File: src/rtl/event_blinker.sv
// event_blinker: stretches single-cycle event pulses into visible LED blinks.
// Ports: clk, rst, event_in, clear_overflow -> led_out, busy, pending_count, overflow.
module event_blinker #(
  parameter int ON_CYCLES   = 12_500_000,
  parameter int OFF_CYCLES  = 12_500_000,
  parameter int MAX_PENDING = 15
) (
  input  logic                           clk,
  input  logic                           rst,
  input  logic                           event_in,
  input  logic                           clear_overflow,
  output logic                           led_out,
  output logic                           busy,
  output logic [$clog2(MAX_PENDING+1)-1:0] pending_count,
  output logic                           overflow
);

  localparam int MAXC = (ON_CYCLES > OFF_CYCLES) ? ON_CYCLES : OFF_CYCLES;
  localparam int TW   = $clog2(MAXC + 1);
  localparam int PW   = $clog2(MAX_PENDING + 1);

  localparam logic [TW-1:0] ON_LAST  = TW'(ON_CYCLES - 1);
  localparam logic [TW-1:0] OFF_LAST = TW'(OFF_CYCLES - 1);
  localparam logic [PW-1:0] P_MAX    = PW'(MAX_PENDING);

  typedef enum logic [1:0] {
    IDLE = 2'd0,
    ON   = 2'd1,
    OFF  = 2'd2
  } state_t;

  state_t        state;
  logic [TW-1:0] timer;

  logic slot;
  logic take;
  logic drop;

  // A blink may start from IDLE or in the very last OFF cycle, so
  // back-to-back blinks keep exactly OFF_CYCLES of dark between them.
  assign slot = (state == IDLE) ||
                ((state == OFF) && (timer == OFF_LAST));
  assign take = slot && ((pending_count != '0) || event_in);
  assign drop = event_in && !take && (pending_count == P_MAX);

  always_ff @(posedge clk) begin
    if (rst) begin
      state         <= IDLE;
      timer         <= '0;
      pending_count <= '0;
      overflow      <= 1'b0;
      led_out       <= 1'b0;
      busy          <= 1'b0;
    end else begin
      // Queue: +event -take; a take with an empty queue eats event_in.
      if (event_in && !take) begin
        if (pending_count != P_MAX) begin
          pending_count <= pending_count + 1'b1;
        end
      end else if (!event_in && take) begin
        pending_count <= pending_count - 1'b1;
      end

      // Set wins over clear.
      if (drop) begin
        overflow <= 1'b1;
      end else if (clear_overflow) begin
        overflow <= 1'b0;
      end

      if (take) begin
        state   <= ON;
        timer   <= '0;
        led_out <= 1'b1;
        busy    <= 1'b1;
      end else begin
        unique case (state)
          IDLE: begin
            timer   <= '0;
            led_out <= 1'b0;
            busy    <= 1'b0;
          end
          ON: begin
            if (timer == ON_LAST) begin
              state   <= OFF;
              timer   <= '0;
              led_out <= 1'b0;
            end else begin
              timer   <= timer + 1'b1;
              led_out <= 1'b1;
            end
            busy <= 1'b1;
          end
          OFF: begin
            led_out <= 1'b0;
            if (timer == OFF_LAST) begin
              state <= IDLE;
              timer <= '0;
              busy  <= 1'b0;
            end else begin
              timer <= timer + 1'b1;
              busy  <= 1'b1;
            end
          end
          default: begin
            state   <= IDLE;
            timer   <= '0;
            led_out <= 1'b0;
            busy    <= 1'b0;
          end
        endcase
      end
    end
  end

endmodule

File: config.mk
export PLATFORM = sky130hd
export DESIGN_NAME = event_blinker
export DESIGN_NICKNAME = d
export VERILOG_FILES = /design/src/rtl/event_blinker.sv
export SDC_FILE = /design/constraint.sdc
export NUM_CORES = 1
export LEC_CHECK = 0
export CAP_MARGIN = 20
export CORE_MARGIN = 3
export CORE_UTILIZATION = 52
export DETAILED_ROUTE_END_ITERATION = 6
export PLACE_DENSITY = 0.83
export SYNTH_ARGS = -nofsm -noshare
export SYNTH_HDL_FRONTEND = slang
export SYNTH_SLANG_ARGS = --single-unit
export TNS_END_PERCENT = 1
File: constraint.sdc
create_clock -name clk -period 2.4 [get_ports clk]
set_input_delay 0.24 -clock clk [delete_from_list [all_inputs] [get_ports clk]]
set_output_delay 0.24 -clock clk [all_outputs]
set_load 0.05 [all_outputs]
==> key figures, run 1 <==
Route
  – DR pass1 iterations: 4
  – Metal-1 WL: ~1.5 mm
  – Met3 WL post-DR: between 100 and 150 µm
  – Metal2 WL: 1.41 mm
  – Final WL: 3.05 mm
  – Vias/cell: ~5.3
  – Iteration-0 DRC Markers: 109
  – Remaining DRCs: 0
  – Top Metal Used: met4
  – Final ANT Viol Nets: 0
  – Wirelength per Cell: around 12 µm
  – Vias: ~1400

Setup path
  – Largest fanout on the critical path: 6
  – Slowest-stage cell, CP: dfxtp_1
  – Worst Path Buf+Inv: 0
  – Critical path class: flip-flop to flip-flop
  – CP arrival: 2.42 ns
  – Setup crit end kind: flip-flop
  – Cells along the critical path: nor4_1 > and4_1 > a31oi_4 > nand2_1 > xor2_1 > ha_2 > nor2_1 > o21ai_0 > o21ai_2 > o2111ai_1 > nand4bb_1
  – Critical Path Source Type: flip-flop
  – Crit path max-delay family: simple AND/OR/NAND/NOR gates
  – Worst EP required: between 2 and 3 ns
  – CP max stage delay: around 0.37 ns

Clocking
  – Clock Sinks: 33
  – Root buf cell: clkbuf_4
  – CTS H-tree lvls: 2
  – Post-CTS setup buffer count: 0
  – Worst skew pair latency: between 0.3 and 0.4 ns
  – Clock buffer depth: 2
  – CTS Hold Bufs: 0
  – Worst-path clk slew: about 0.09 ns
  – CTS Buf Count: 5
  – CTS tree: built
  – Resized cells post-CTS: 0

Finish
  – Register area: between 600 and 700 µm²
  – Area of the multi-input gates: approximately 980 µm²
  – Final instance area: roughly 0.0019 mm²
  – Antenna cell count: 0
  – Area growth, synth to finish: 13.9%
  – Util after Layout: a little over three fifths
  – Fill count: ~270
  – Nets@finish: between 200 and 250
  – Share of layout cells above drive strength 1: 10.7%
  – Non-filler cells, final: 259

Floorplan
  – Die area: ~0.0040 mm²
  – Io pins: 11
  – Row count: 20
  – Chip height: between 60 and 70 µm
  – Initial core utilization: 55.2%
  – CORE AREA: slightly above 0.003 mm²
  – Die width: around 63 µm

Power
  – Pleak: around 0.00064 µW
  – Pwr dens: ~700 mW/mm²
  – VDD IR-drop max: between 0.3 and 0.4 mV

STA
  – Final Hold Violating Endpoints: 0
  – Period utilisation layout: slightly above 90%
  – Fin crit period: around 2.2 ns
  – Worst slew pin tran: between 0.4 and 0.5 ns
  – Pins Over Slew Limit: 0
  – Final setup viols: 0
  – Setup Skew: ~0.012 ns
  – Max Fclk: ~460 MHz
  – RSZ-0062 raised after global routing: false
  – Slew HR: ~67%

Global route
  – Global Route Usage Sum: a little under a fifth
  – Vias in the first global route: between 1000 and 1500
  – Initial antenna violation count: 0
  – Total gr overflow: 0
  – First-pass GRT wire length: around 5.7 mm
  – Largest net degree at the start of global routing: 25

Placement
  – Routability cong.: about 0.8
  – Number of port buffers: 10
  – DPL Wire Length: between 2 and 2.5 mm
  – Placed cell count: between 200 and 300
  – Area post-placement: about 0.0019 mm²

Logic synthesis
  – Avg Cell Area, Syn: 8.58 µm²
  – Synth unique cells: 37
  – Net Count, Synth: 207
  – Mapped Cells: between 150 and 200
  – Sequential fraction of the synthesis area: 38.9%
  – Synthesized area: between 0.0015 and 0.002 mm²
  – YS warnings: 0
  – Register bit total from synthesis: 33

Run status
  – Status: finished clean

Min path
  – Min-Delay Path Class: flip-flop to flip-flop

Run
  – Maxcap violations: 0
==> kinds of logic after synthesis <==
kind of cell / share of synthesized area (%)
AND/OR/NAND/NOR: 31.2
flip-flops: 38.9
XOR/XNOR: 11.9
AO/OA/AOI/OAI: 7.29
buffers and inverters: 4.57
adder cells (fa/ha/maj): 3.68
multiplexers: 2.50
==> routing by layer <==
metal / vias up / global-route usage [%]
met5: - / 0
met4: 0 / 7.44
met3: 7 / 6.60
met2: 19 / 29.8
met1: 627 / 21.1
li1: 722 / -
==> cells in the final DEF, fill, tap and decap left out, types with 3 or more instances in the layout <==
master,netlist,layout
nand2_1,10,10
a21oi_1,7,7
xor2_1,8,8
buf_4,1,7
dfxtp_1,33,31
o21ai_0,5,4
nor3_1,9,9
clkbuf_4,0,5
xnor2_1,15,15
nand4_1,7,7
inv_1,8,8
nand2b_1,6,6
nor2_1,36,36
a31oi_1,3,3
nor4_1,4,4
clkdlybuf4s50_1,0,10
and4_1,5,5
ha_1,5,3
nand3_1,8,8
==> final timing paths <==
check,startpoint,endpoint,slack (ns),cells after the start
worst max-delay path,timer[16]$_SDFF_PP0_,pending_count[2]$_SDFFE_PP0P_,0.20,11
worst min-delay path,timer[0]$_SDFF_PP0_,timer[0]$_SDFF_PP0_,0.46,1
worst max register to register,timer[16]$_SDFF_PP0_,pending_count[2]$_SDFFE_PP0P_,0.20,11
worst min register to register,timer[0]$_SDFF_PP0_,timer[0]$_SDFF_PP0_,0.46,1
==> stage by stage <==
step	hold WS, ns	TNS, ns	setup WS (ns)	total power [µW]
finish	0.458	0	0.204	1390
floorplan	0.422	-0.0640	-0.0640	961
CTS	0.465	0	0.169	1410
detailed placement	0.452	0	0.182	1090
global placement	0.439	0	0.240	1080
global route	0.486	0	0.0171	1490
==> cell usage after synthesis <==
library cell	number	share of area (%)
ha_1	5	3.7
nor4bb_2	1	0.96
nand4bb_1	1	0.66
inv_1	8	1.8
nand2_1	10	2.2
nand4b_1	2	1.0
and3_2	1	0.44
buf_2	2	0.59
nand2b_1	6	2.2
o2111ai_1	1	0.52
o21ai_0	5	1.5
mux2_1	2	1.3
a31oi_4	1	1.3
xor2_1	8	4.1
and4_1	5	2.6
mux2i_1	2	1.2
and4b_1	1	0.59
nand3_1	8	2.4
nand4_1	7	2.6
a21oi_1	7	2.1
a21boi_0	2	0.88
nor2b_1	1	0.37
nor3_1	9	2.7
a31oi_1	3	1.1
clkbuf_1	2	0.44
dfxtp_1	33	39
or3_1	1	0.37
xnor2_1	15	7.7
and3b_1	1	0.52
nor4_1	4	1.5
and4_2	1	0.59
buf_4	1	0.44
and3_1	2	0.74
and2_4	1	0.52
nor3b_1	1	0.44
nor2_1	36	8.0
buf_6	2	1.3
==> sequential cells by signal (all words and copies together), names as in the netlist <==
register / count
busy: 1
timer: 24
state: 2
led_out: 1
overflow: 1
pending_count: 4
==> layout make-up <==
type / instances / share of cell area (%)
Clock buffer: 7 / 2.84
Inverter: 8 / 1.55
Multi-Input combinational cell: 150 / 50.6
Sequential cell: 33 / 34.3
Tap cell: 44 / 2.84
Timing Repair Buffer: 17 / 7.89
==> where the power goes <==
part	switching (µW)	internal, µW
Sequential	39.5	587
Combinational	276	174
Clock	177	138
(Power assumes the default switching activity.)
==> run 2: changes to the inputs <==
--- a/config.mk
+++ b/config.mk
@@ -9,6 +9,7 @@
 export CORE_MARGIN = 3
 export CORE_UTILIZATION = 52
 export DETAILED_ROUTE_END_ITERATION = 6
+export GPL_TIMING_DRIVEN = 0
 export PLACE_DENSITY = 0.83
 export SYNTH_ARGS = -nofsm -noshare
 export SYNTH_HDL_FRONTEND = slang
==> run 2 against run 1 <==
Against the previous run: wire length increased by 11%; flip-flop and latch count unchanged; first-iteration DRC count shrank 10%; register-to-register slack got worse by 0.17 ns; largest cell class unchanged.
==> key figures, run 2 (synthesis results as in run 1) <==
Global route
  – Vias in the first global route: 1273 (-4.1%)
  – Initial antenna violation count: 0 (unchanged)
  – Total gr overflow: 0 (unchanged)
  – Global Route Usage Sum: 18.1% (about the same)
  – First-pass GRT wire length: 5.72 mm (-0.47%)
  – Largest net degree at the start of global routing: 11 (-56%)

Run
  – Maxcap violations: 0 (unchanged)

Route
  – Iteration-0 DRC Markers: 98 (-10%)
  – DR pass1 iterations: 4 (unchanged)
  – Final ANT Viol Nets: 0 (unchanged)
  – Vias/cell: 5.25 (-1.2%)
  – Wirelength per Cell: 12.5 µm (+6.6%)
  – Vias: 1411 (+2.6%)
  – Remaining DRCs: 0 (unchanged)
  – Final WL: 3.37 mm (+11%)

Setup path
  – Critical Path Source Type: flip-flop
  – Critical path class: flip-flop to flip-flop
  – CP arrival: 2.59 ns (+0.17 ns)
  – Largest fanout on the critical path: 5 (-1)
  – Worst EP required: 2.62 ns (about the same)
  – Setup crit end kind: flip-flop

Floorplan
  – Chip height: 63.2 µm (unchanged)
  – CORE AREA: 0.00308 mm² (unchanged)
  – Row count: 20 (unchanged)
  – Initial core utilization: 55.2% (unchanged)
  – Die width: 63.2 µm (unchanged)
  – Io pins: 11 (unchanged)
  – Die area: 0.00399 mm² (unchanged)

Clocking
  – Root buf cell: clkbuf_4
  – CTS tree: built
  – Clock buffer depth: 2 (unchanged)
  – Clock Sinks: 33 (unchanged)
  – CTS Buf Count: 5 (unchanged)
  – CTS Hold Bufs: 0 (unchanged)
  – Worst skew pair latency: 0.34 ns (about the same)
  – CTS H-tree lvls: 2 (unchanged)
  – Worst-path clk slew: 0.10 ns (about the same)

Placement
  – Number of port buffers: 9 (-1)
  – Routability cong.: 0.801 (-0.47%)
  – DPL Wire Length: 2.17 mm (-1.1%)

STA
  – Slew HR: 67.2% (+0.28 points)
  – Pins Over Slew Limit: 0 (unchanged)
  – Worst slew pin tran: 0.491 ns (-0.00425 ns)
  – Setup Skew: 0.0127 ns (+0.000456 ns)
  – Fin crit period: 2.37 ns (+0.171 ns)
  – Hold Slack: 0.293 ns (-0.165 ns)
  – Final Hold Violating Endpoints: 0 (unchanged)
  – Period utilisation layout: 98.6% (+7.1 points)
  – Final setup viols: 0 (unchanged)
  – Max Fclk: 423 MHz (-7.2%)

Power
  – VDD IR-drop max: 0.365 mV (+1.1%)
  – Tot Pwr: 1440 µW (+3.8%)
  – Pwr dens: 705 mW/mm² (-1.9%)
  – Pleak: 0.000702 µW (+9.2%)

Run status
  – Status: finished clean

Finish
  – Most frequent cells in the layout: nor2_1, dfxtp_1, xnor2_1
  – Top flop regs: timer: 24 flops, pending_count: 4 flops, state: 2 flops
  – Largest register FFs: 24 (unchanged)
  – Antenna cell count: 0 (unchanged)
  – Area growth, synth to finish: 20.5%
  – Nets@finish: 233 (+4.0%)
  – Share of layout cells above drive strength 1: 18.7% (+8.0 points)
  – Commonest non-fill, non-tap cell in the layout: nor2_1
  – Largest Register: timer

Min path
  – Min-Delay Path Class: input port to flip-flop
run 2: cell types whose count changed in the layout (fill, tap and decap cells not counted), moves of 2 or more:
cell and delta:
dfxtp_2 +3, buf_2 +2, buf_4 +5, dfxtp_4 +2, dfxtp_1 -5
run 2: worst paths after layout:
check / start / endpoint / cells after the start / slack, ns
worst max-delay path: timer[7]$_SDFF_PP0_ / pending_count[2]$_SDFFE_PP0P_ / 11 / 0.03
worst min-delay path: event_in / overflow$_SDFFE_PP0P_ / 3 / 0.29
worst max register to register: timer[7]$_SDFF_PP0_ / pending_count[2]$_SDFFE_PP0P_ / 11 / 0.03
worst min register to register: overflow$_SDFFE_PP0P_ / overflow$_SDFFE_PP0P_ / 2 / 0.48
run 2: final cells by class:
| class | instances | area (µm²) |
|---|---|---|
| Buffer | 5 | 28.8 |
| Clock buffer | 7 | 65.1 |
| Clock inverter | 1 | 5.00 |
| Fill cell | 270 | 1030 |
| Inverter | 8 | 30.0 |
| Multi-Input combinational cell | 150 | 1010 |
| Sequential cell | 33 | 674 |
| Tap cell | 44 | 55.1 |
| Timing Repair Buffer | 21 | 180 |
run 2: routing by layer:
metal	track usage, %	wire length [µm]
met1	21.8	1480
met2	28.7	1710
met3	6.42	134
met4	8.26	47
met5	0	0
run 2: power by group:
| part | internal, µW | total, µW | switching [µW] | leakage (µW) |
|---|---|---|---|---|
| clock network | 170 | 351 | 182 | 0.0000413 |
| logic | 182 | 469 | 287 | 0.000389 |
| registers | 586 | 624 | 38.5 | 0.000272 |
| total | 937 | 1440 | 507 | 0.000702 |
run 2: through the flow:
stage                     TNS (ns)  cell area, µm²  cells  setup WS [ns]  utilization, %
after floorplan            -0.0640            1720    198        -0.0640               -
after global placement      -0.203            1870    251         -0.203            60.6
after detailed placement    -0.217            1870    251         -0.217            60.6
after CTS                        0            1960    261        0.00145            63.5
after global routing       -0.0674            2050    269        -0.0674            66.5
final                            0            2050    269         0.0335            66.5
run 2: repair_timing:
item	4_1_cts	5_1_grt
setup endpoints to repair	1	1
buffers inserted	2	10
cloned	0	0
gates resized for setup	2	13
pin swaps	2	10
run 2: worst max-delay path, stage by stage, from the launching register on:
cell,delay [ns]
dfxtp_2,0.36
nor4_2,0.31
and4_1,0.25
buf_6,0.13
a31oi_4,0.09
nand2_1,0.10
xor2_1,0.15
ha_2,0.23
nand3_1,0.10
a31oi_1,0.28
nor3_2,0.08
nand4bb_1,0.17
==> run 3: changes to the inputs <==
--- a/config.mk
+++ b/config.mk
@@ -5,11 +5,9 @@
 export SDC_FILE = /design/constraint.sdc
 export NUM_CORES = 1
 export LEC_CHECK = 0
-export CAP_MARGIN = 20
 export CORE_MARGIN = 3
 export CORE_UTILIZATION = 52
 export DETAILED_ROUTE_END_ITERATION = 6
-export GPL_TIMING_DRIVEN = 0
 export PLACE_DENSITY = 0.83
 export SYNTH_ARGS = -nofsm -noshare
 export SYNTH_HDL_FRONTEND = slang
==> results of run 3 <==
Final layout, timing and power as in run 1 (identical DEF).
